==> src/rtl/rv32i_lsu_mem.sv <==
// RV32I load/store execution stage: one memory op at a time over a req/gnt + rvalid bus,
// returning extended load data or a completion/error status to writeback.
module rv32i_lsu_mem #(
  parameter int unsigned TIMEOUT = 255
) (
  input  logic        clk,
  input  logic        rst,
  input  logic        i_valid,
  output logic        o_ready,
  input  logic        i_is_load,
  input  logic        i_is_store,
  input  logic [2:0]  i_f3,
  input  logic [31:0] i_addr,
  input  logic [31:0] i_wdata,
  input  logic [4:0]  i_rd,
  output logic        o_mem_req,
  input  logic        i_mem_gnt,
  output logic        o_mem_we,
  output logic [31:0] o_mem_addr,
  output logic [3:0]  o_mem_be,
  output logic [31:0] o_mem_wdata,
  input  logic        i_mem_rvalid,
  input  logic [31:0] i_mem_rdata,
  output logic        o_done,
  output logic [31:0] o_rdata,
  output logic [4:0]  o_rd,
  output logic        o_rd_we,
  output logic [1:0]  o_err
);

  typedef enum logic [1:0] {IDLE, REQ, WAIT, DONE} state_t;

  localparam logic [15:0] TO_LAST = 16'(TIMEOUT - 1);

  state_t      state;
  logic [15:0] cnt;
  logic        ld_q;
  logic [2:0]  f3_q;
  logic [1:0]  off_q;
  logic [4:0]  rd_q;

  logic        illegal, misaligned, timeout_hit;
  logic [3:0]  be_n;
  logic [31:0] wdata_n, load_ext;
  logic [7:0]  byte_sel;
  logic [15:0] half_sel;

  // load && store or neither is illegal; otherwise check f3 against the op
  assign illegal = (i_is_load == i_is_store) ||
                   (i_is_load && (i_f3 == 3'b011 || i_f3[2:1] == 2'b11)) ||
                   (i_is_store && i_f3 >= 3'b011);

  assign misaligned = (i_f3[1:0] == 2'b01 && i_addr[0]) ||
                      (i_f3[1:0] == 2'b10 && i_addr[1:0] != 2'b00);

  // >= so a grant at the last REQ cycle still leaves WAIT bounded
  assign timeout_hit = (cnt >= TO_LAST);

  always_comb begin
    be_n    = 4'b1111;
    wdata_n = i_wdata;
    case (i_f3[1:0])
      2'b00: begin
        be_n    = 4'b0001 << i_addr[1:0];
        wdata_n = {4{i_wdata[7:0]}};
      end
      2'b01: begin
        be_n    = 4'b0011 << i_addr[1:0];
        wdata_n = {2{i_wdata[15:0]}};
      end
      default: ;
    endcase
  end

  assign byte_sel = i_mem_rdata[{off_q, 3'b000} +: 8];
  assign half_sel = i_mem_rdata[{off_q[1], 4'b0000} +: 16];

  always_comb begin
    case (f3_q)
      3'b000:  load_ext = {{24{byte_sel[7]}}, byte_sel};
      3'b001:  load_ext = {{16{half_sel[15]}}, half_sel};
      3'b100:  load_ext = {24'd0, byte_sel};
      3'b101:  load_ext = {16'd0, half_sel};
      default: load_ext = i_mem_rdata;
    endcase
  end

  always_ff @(posedge clk) begin
    if (rst) begin
      state       <= IDLE;
      cnt         <= '0;
      o_ready     <= 1'b0;
      o_mem_req   <= 1'b0;
      o_mem_we    <= 1'b0;
      o_mem_addr  <= '0;
      o_mem_be    <= '0;
      o_mem_wdata <= '0;
      o_done      <= 1'b0;
      o_rdata     <= '0;
      o_rd        <= '0;
      o_rd_we     <= 1'b0;
      o_err       <= '0;
      ld_q        <= 1'b0;
      f3_q        <= '0;
      off_q       <= '0;
      rd_q        <= '0;
    end else begin
      o_done  <= 1'b0;
      o_rdata <= '0;
      o_rd    <= '0;
      o_rd_we <= 1'b0;
      o_err   <= 2'b00;
      unique case (state)
        IDLE: begin
          if (i_valid && o_ready) begin
            ld_q    <= i_is_load;
            f3_q    <= i_f3;
            off_q   <= i_addr[1:0];
            rd_q    <= i_rd;
            o_ready <= 1'b0;
            cnt     <= '0;
            if (illegal || misaligned) begin
              state  <= DONE;
              o_done <= 1'b1;
              o_rd   <= i_rd;
              o_err  <= illegal ? 2'b10 : 2'b01;
            end else begin
              state       <= REQ;
              o_mem_req   <= 1'b1;
              o_mem_we    <= i_is_store;
              o_mem_addr  <= {i_addr[31:2], 2'b00};
              o_mem_be    <= be_n;
              o_mem_wdata <= wdata_n;
            end
          end else begin
            o_ready <= 1'b1;
          end
        end
        REQ: begin
          cnt <= cnt + 16'd1;
          if (i_mem_gnt || timeout_hit) begin
            o_mem_req   <= 1'b0;
            o_mem_we    <= 1'b0;
            o_mem_addr  <= '0;
            o_mem_be    <= '0;
            o_mem_wdata <= '0;
          end
          if (i_mem_gnt) begin
            if (ld_q) begin
              state <= WAIT;
            end else begin
              state  <= DONE;
              o_done <= 1'b1;
              o_rd   <= rd_q;
            end
          end else if (timeout_hit) begin
            state  <= DONE;
            o_done <= 1'b1;
            o_rd   <= rd_q;
            o_err  <= 2'b11;
          end
        end
        WAIT: begin
          cnt <= cnt + 16'd1;
          if (i_mem_rvalid) begin
            state   <= DONE;
            o_done  <= 1'b1;
            o_rd    <= rd_q;
            o_rdata <= load_ext;
            o_rd_we <= (rd_q != 5'd0);
          end else if (timeout_hit) begin
            state  <= DONE;
            o_done <= 1'b1;
            o_rd   <= rd_q;
            o_err  <= 2'b11;
          end
        end
        DONE: begin
          state   <= IDLE;
          o_ready <= 1'b1;
        end
      endcase
    end
  end

endmodule

==> config.mk <==
export PLATFORM = sky130hd
export DESIGN_NAME = rv32i_lsu_mem
export DESIGN_NICKNAME = d
export VERILOG_FILES = /design/src/rtl/rv32i_lsu_mem.sv
export SDC_FILE = /design/constraint.sdc
export NUM_CORES = 1
export LEC_CHECK = 0
export BUFFER_PORTS_ARGS = -buffer_cell sky130_fd_sc_hd__buf_2
export CAP_MARGIN = 0
export CORE_ASPECT_RATIO = 1.25
export CORE_MARGIN = 8
export CORE_UTILIZATION = 30
export DETAILED_ROUTE_END_ITERATION = 8
export PLACE_DENSITY_LB_ADDON = 0.2
export SYNTH_ARGS = -nofsm -noshare
export SYNTH_HDL_FRONTEND = slang
export SYNTH_SLANG_ARGS = --single-unit
==> constraint.sdc <==
create_clock -name clk -period 3.51 [get_ports clk]
set_input_delay 0.5265 -clock clk [delete_from_list [all_inputs] [get_ports clk]]
set_output_delay 0.5265 -clock clk [all_outputs]
set_load 0.1 [all_outputs]
# Yosys cells after proc, flatten, opt, wreduce, memory -nomap -nowiden
# Index checks and enable logic that the tools add are counted.
# op_classes
eq_ne	14
addsub	1
n_shift	4
n_lt_le_gt_ge	2
bitwise_logic	2
n_mux	53
n_reduce_logical	24
# ops
op	n
one-hot mux 32 bit (2 select lines)	3
two-way mux 32 bit	5
one-hot mux 32 bit (4 select lines)	1
one-hot mux 16 bit (2 select lines)	1
indexed part select 32 x 6 -> 16 bit	1
indexed part select 32 x 6 -> 8 bit	1
two-way mux 5 bit	6
two-way mux 2 bit	11
adder 16 x 1 -> 16 bit, second input constant	1
greater-or-equal comparator 16 x 8 -> 1 bit, second input constant	1
two-way mux 16 bit	1
one-hot mux 4 bit (2 select lines)	2
one-hot mux 5 bit (3 select lines)	1
two-way mux 1 bit	13
two-way mux 4 bit	3
== test 2 bit, second input constant	4
one-hot mux 2 bit (4 select lines)	1
nonzero test 2 bit	4
== test 3 bit, second input constant	2
logical OR 1 bit	6
!= test 2 bit, second input constant	3
one-hot mux 1 bit (2 select lines)	3
one-hot mux 2 bit (3 select lines)	1
logical AND 1 bit	5
other kinds (16)	20
# word_totals
output_inout_bits	112
register_bits	141
wordCells	117
input_bits	111

# Depth between registers and ports, before layout
# logic_depth
word_depth	9
depth_mapped	9
ltp_nobuf	7

# Worst setup path after synthesis
# Ideal clock, no wire load.
# synth_path
kind	register -> register
from	register o_ready
to	register cnt[8]
path_slack_ns	1.036
arrival_ns	2.346
stages_incl_launch_ff	6
required_ns	3.382
n_path_buf	0
cell_sequence	dfxtp_1 > a21boi_1 > nor4b_1 > nand3_1 > xor2_1 > nor2_1
# synth_between
elab_chain_len	3
# synth_rtl
element	line	text
start: declaration	9	output logic o_ready,
start signal: assignment	92	o_ready <= 1'b0;
start signal: assignment	120	o_ready <= 1'b0;
start signal: assignment	136	o_ready <= 1'b1;
logical AND 1 bit	115	if (i_valid && o_ready) begin
!= test 2 bit (no source line)	--	
AND reduction 2 bit (no source line)	--	
end signal: assignment	140	cnt <= cnt + 16'd1;
end signal: assignment	164	cnt <= cnt + 16'd1;
end: declaration	36	logic [15:0] cnt;
# Every way passes these cells.
# A chain may end at the register's enable or synchronous reset.

# Worst setup path after layout
# layout_path
from	input i_f3[1]
to	register o_mem_addr[6]
# layout_between
elab_chain_len	8
elab_cells_between_ends	16
# layout_rtl
element	line	text
start: declaration	12	input logic [2:0] i_f3,
branches (longest 5 deep; another with greater-or-equal comparator 3 x 2 -> 1 bit)	--	
logical OR 1 bit (*)	122	if (illegal || misaligned) begin
!= test 2 bit (no source line) (*)	--	
AND reduction 4 bit (no source line) (*)	--	
end signal: assignment	131	o_mem_addr <= {i_addr[31:2], 2'b00};
end: declaration	19	output logic [31:0] o_mem_addr,
# Every way passes the cells marked *.

==> run metrics <==
CTS Buf Count=17; Worst setup EP type=flip-flop; Skew-Pair Late Insertion Delay=around 0.42 ns; num rows=56; Primary FF master, synth=dfxtp_1; DRC=0; core outline area=18,600 µm²; Post-synth EDFFs=0; synthesized flop and latch total=~140; Area growth syn-to-layout=34.1%; hold buffers post-CTS=0; Die ar.=~23,000 µm²; Int Pwr=approximately 3.4 mW; max-cap violation count=0; Netlist cell types=52; Hold/Removal Path Class=in2reg; FF+latch area=between 2000 and 3000 µm²; RePlAce Congestion=0.765; H-tree depth=4; Antenna Nets Post-Route=0; postcts setup bufs=0; sw frac=35.7%; Pins Over Slew Limit=0; switching power total=around 1.9 mW; Reg power frac=between 30 and 40%; post-layout instance count excluding filler cells=around 1.0k; Die H=169 µm; Slew @ Worst Pin=~0.93 ns; Max VDD drop=approximately 0.35 mV; wire per inst=about 17 µm; sequential fraction of the synthesis area=between 40 and 50%; CP required=about 3.9 ns; number of buffers on the longest clock path=2; Crit Path Class=in2reg; status=finished clean; Avg Cell Area, Syn=slightly below 10 µm²; Vias/cell=approximately 4.8; vias in the first global route=5,361; YS warnings=0; P per Cell Area=roughly 700 nW/µm²; Total Power=5.26 mW; Port Buffers=220; Comb power frac=27.8%; Peak Freq=approximately 400 MHz; RSZ-0062 raised after global routing=no; Reg clk slew, reported paths=~0.06 ns; Setup-failing EPs final=0; n_diodes=0; Starting Density=between 30 and 40%; fill count=about 1.9k; first-pass GRT wire length=~29,000 µm; DP Wirelength=approximately 13,000 µm; # IOs=between 200 and 250; Total GRT Usage=15.1%; DRT iter0 DRCs=218; LEAKAGE=3.42 nW; TritonRoute pass-1 iters=5; FFs w/ async S/R, synth=0%; multi-input logic area=2580 µm²; synthesized area=5630 µm²; post-route setup TNS=0 ns; DR vias=~5.0k; r2r startpoint=state[0]$_SDFFE_PP0N_; Clock power frac=between 30 and 40%; hold slack=between 0.3 and 0.4 ns; crit path max fanout=67; placed cells=approximately 1k; drt total wl=17,700 µm; skew final=about 0.009 ns; final critical-path required period=between 2 and 2.5 ns; Rel. slew slack=between 30% and 40%; grt ovf=0; CTS sink cnt=139; layout cell share with drive strength beyond 1=33.5%; largest net degree at the start of global routing=68; fin nets=909; Period Utilization, post-route=about 71%; Arr. time, crit path=roughly 2.9 ns; post-CTS sizing=0; crit path from=i_f3[1]; initial antenna violation count=0; Hold Startpoint=i_addr[22]; Root Buffer=clkbuf_16; Cells after Synth=583; final-report hold violation count=0; CTS tree=built; Worst setup SP type=input port; Die Span X=roughly 140 µm
-- kinds of logic after synthesis --
family,after synthesis,share of synthesized area (%)
AO/OA/AOI/OAI,173,22.2
XOR/XNOR,19,2.95
adder cells (fa/ha/maj),7,1.55
buffers and inverters,58,5.00
flip-flops,139,49.4
multiplexers,33,5.89
other,1,0.0666
AND/OR/NAND/NOR,153,12.9
-- cells in the final DEF, fill, tap and decap left out, types with 2 or more instances in the layout --
cell type / netlist / routed
clkbuf_16: 0 / 17
nand2_1: 62 / 62
or2_2: 3 / 3
and4_1: 2 / 2
buf_4: 4 / 9
nor2b_1: 3 / 3
buf_2: 9 / 220
bufinv_16: 0 / 6
nor3_1: 12 / 12
o211ai_1: 3 / 3
dfxtp_1: 139 / 139
o2bb2ai_1: 17 / 17
xnor2_1: 6 / 6
nor4_1: 5 / 5
clkinv_4: 0 / 3
nand2b_1: 11 / 11
conb_1: 1 / 2
clkbuf_1: 20 / 3
and3_1: 2 / 2
a22o_1: 55 / 55
xor2_1: 13 / 13
inv_1: 17 / 17
a21boi_0: 8 / 8
a211oi_1: 2 / 2
ha_1: 7 / 7
a21oi_1: 43 / 43
o22ai_1: 7 / 7
nor2_1: 32 / 32
o21ai_0: 18 / 18
nand3_1: 8 / 8
a221oi_1: 9 / 9
nand4_1: 4 / 4
clkinv_2: 0 / 2
nand3b_1: 2 / 2
mux2i_1: 32 / 32
-- cells in the mapped netlist, drive strengths merged, types with 11 or more instances --
| cell type | instances | share of area, % |
|---|---|---|
| mux2i | 32 | 5.7 |
| nand2 | 62 | 4.1 |
| xor2 | 13 | 2.0 |
| buf | 21 | 2.5 |
| o21ai | 20 | 1.8 |
| a22o | 55 | 8.6 |
| clkbuf | 20 | 1.3 |
| o2bb2ai | 17 | 2.6 |
| inv | 17 | 1.1 |
| dfxtp | 139 | 49 |
| nor3 | 12 | 1.1 |
| a21oi | 43 | 3.8 |
| nor2 | 34 | 2.4 |
| nand2b | 11 | 1.2 |
-- layer usage --
metal | GRT usage [%] | vias to the layer above | share of wire (%)
met5 | 0 | - | 0
met4 | 4.97 | 0 | 1.0
met3 | 6.72 | 12 | 9.4
met2 | 24.3 | 194 | 46
met1 | 17.6 | 2306 | 43
li1 | - | 2510 | -
-- critical path: stages --
cell and delay [ns]:
buf_2 0.52, xnor2_1 0.16, o21ai_1 0.39, nor3_1 0.17, o22ai_4 0.13, buf_4 0.60, a22o_1 0.26
-- layout make-up --
type	count	area share (%)
Clock inverter	11	2.87
Tap cell	232	3.84
Inverter	17	0.845
Clock buffer	21	5.96
Timing Repair Buffer	229	15.5
Multi-Input combinational cell	387	34.2
Sequential cell	139	36.8
-- state kept, by name (all words and copies together), names as in the netlist, 2 cells and up --
register / cells
cnt: 16
o_rdata: 32
state: 2
o_mem_addr: 30
rd_q: 5
f3_q: 3
o_mem_be: 4
o_mem_wdata: 32
off_q: 2
o_rd: 5
o_err: 2
-- per-stage QoR --
step	util, %	worst slack [ns]	cell area, µm²
4_1_cts	40.7	0.929	7550
6_report	40.7	1.01	7550
5_1_grt	40.7	0.741	7550
3_5_place_dp	37.1	0.587	6890
2_1_floorplan	-	1.04	5640
3_3_place_gp	37.1	0.670	6890
-- power by group through the flow --
stage | Sequential (mW) | Combinational (mW) | Clock [mW]
finish | 1.76 | 1.46 | 2.04
global route | 1.77 | 1.58 | 2.16
CTS | 1.76 | 1.47 | 2.09
detailed placement | 1.79 | 1.47 | 0
global placement | 1.79 | 1.47 | 0
floorplan | 2.21 | 0.721 | 0
-- path summary, 6_finish.rpt --
check / to / slack (ns) / cells past startpoint
setup reg to reg: o_mem_req$_SDFFE_PP0P_ / 1.05 / 6
setup / recovery: o_mem_addr[6]$_SDFFE_PP0P_ / 1.01 / 7
hold / removal: o_mem_addr[22]$_SDFFE_PP0P_ / 0.32 / 2
hold reg to reg: o_mem_wdata[8]$_SDFFE_PP0P_ / 0.46 / 1
(Power assumes the default switching activity.)
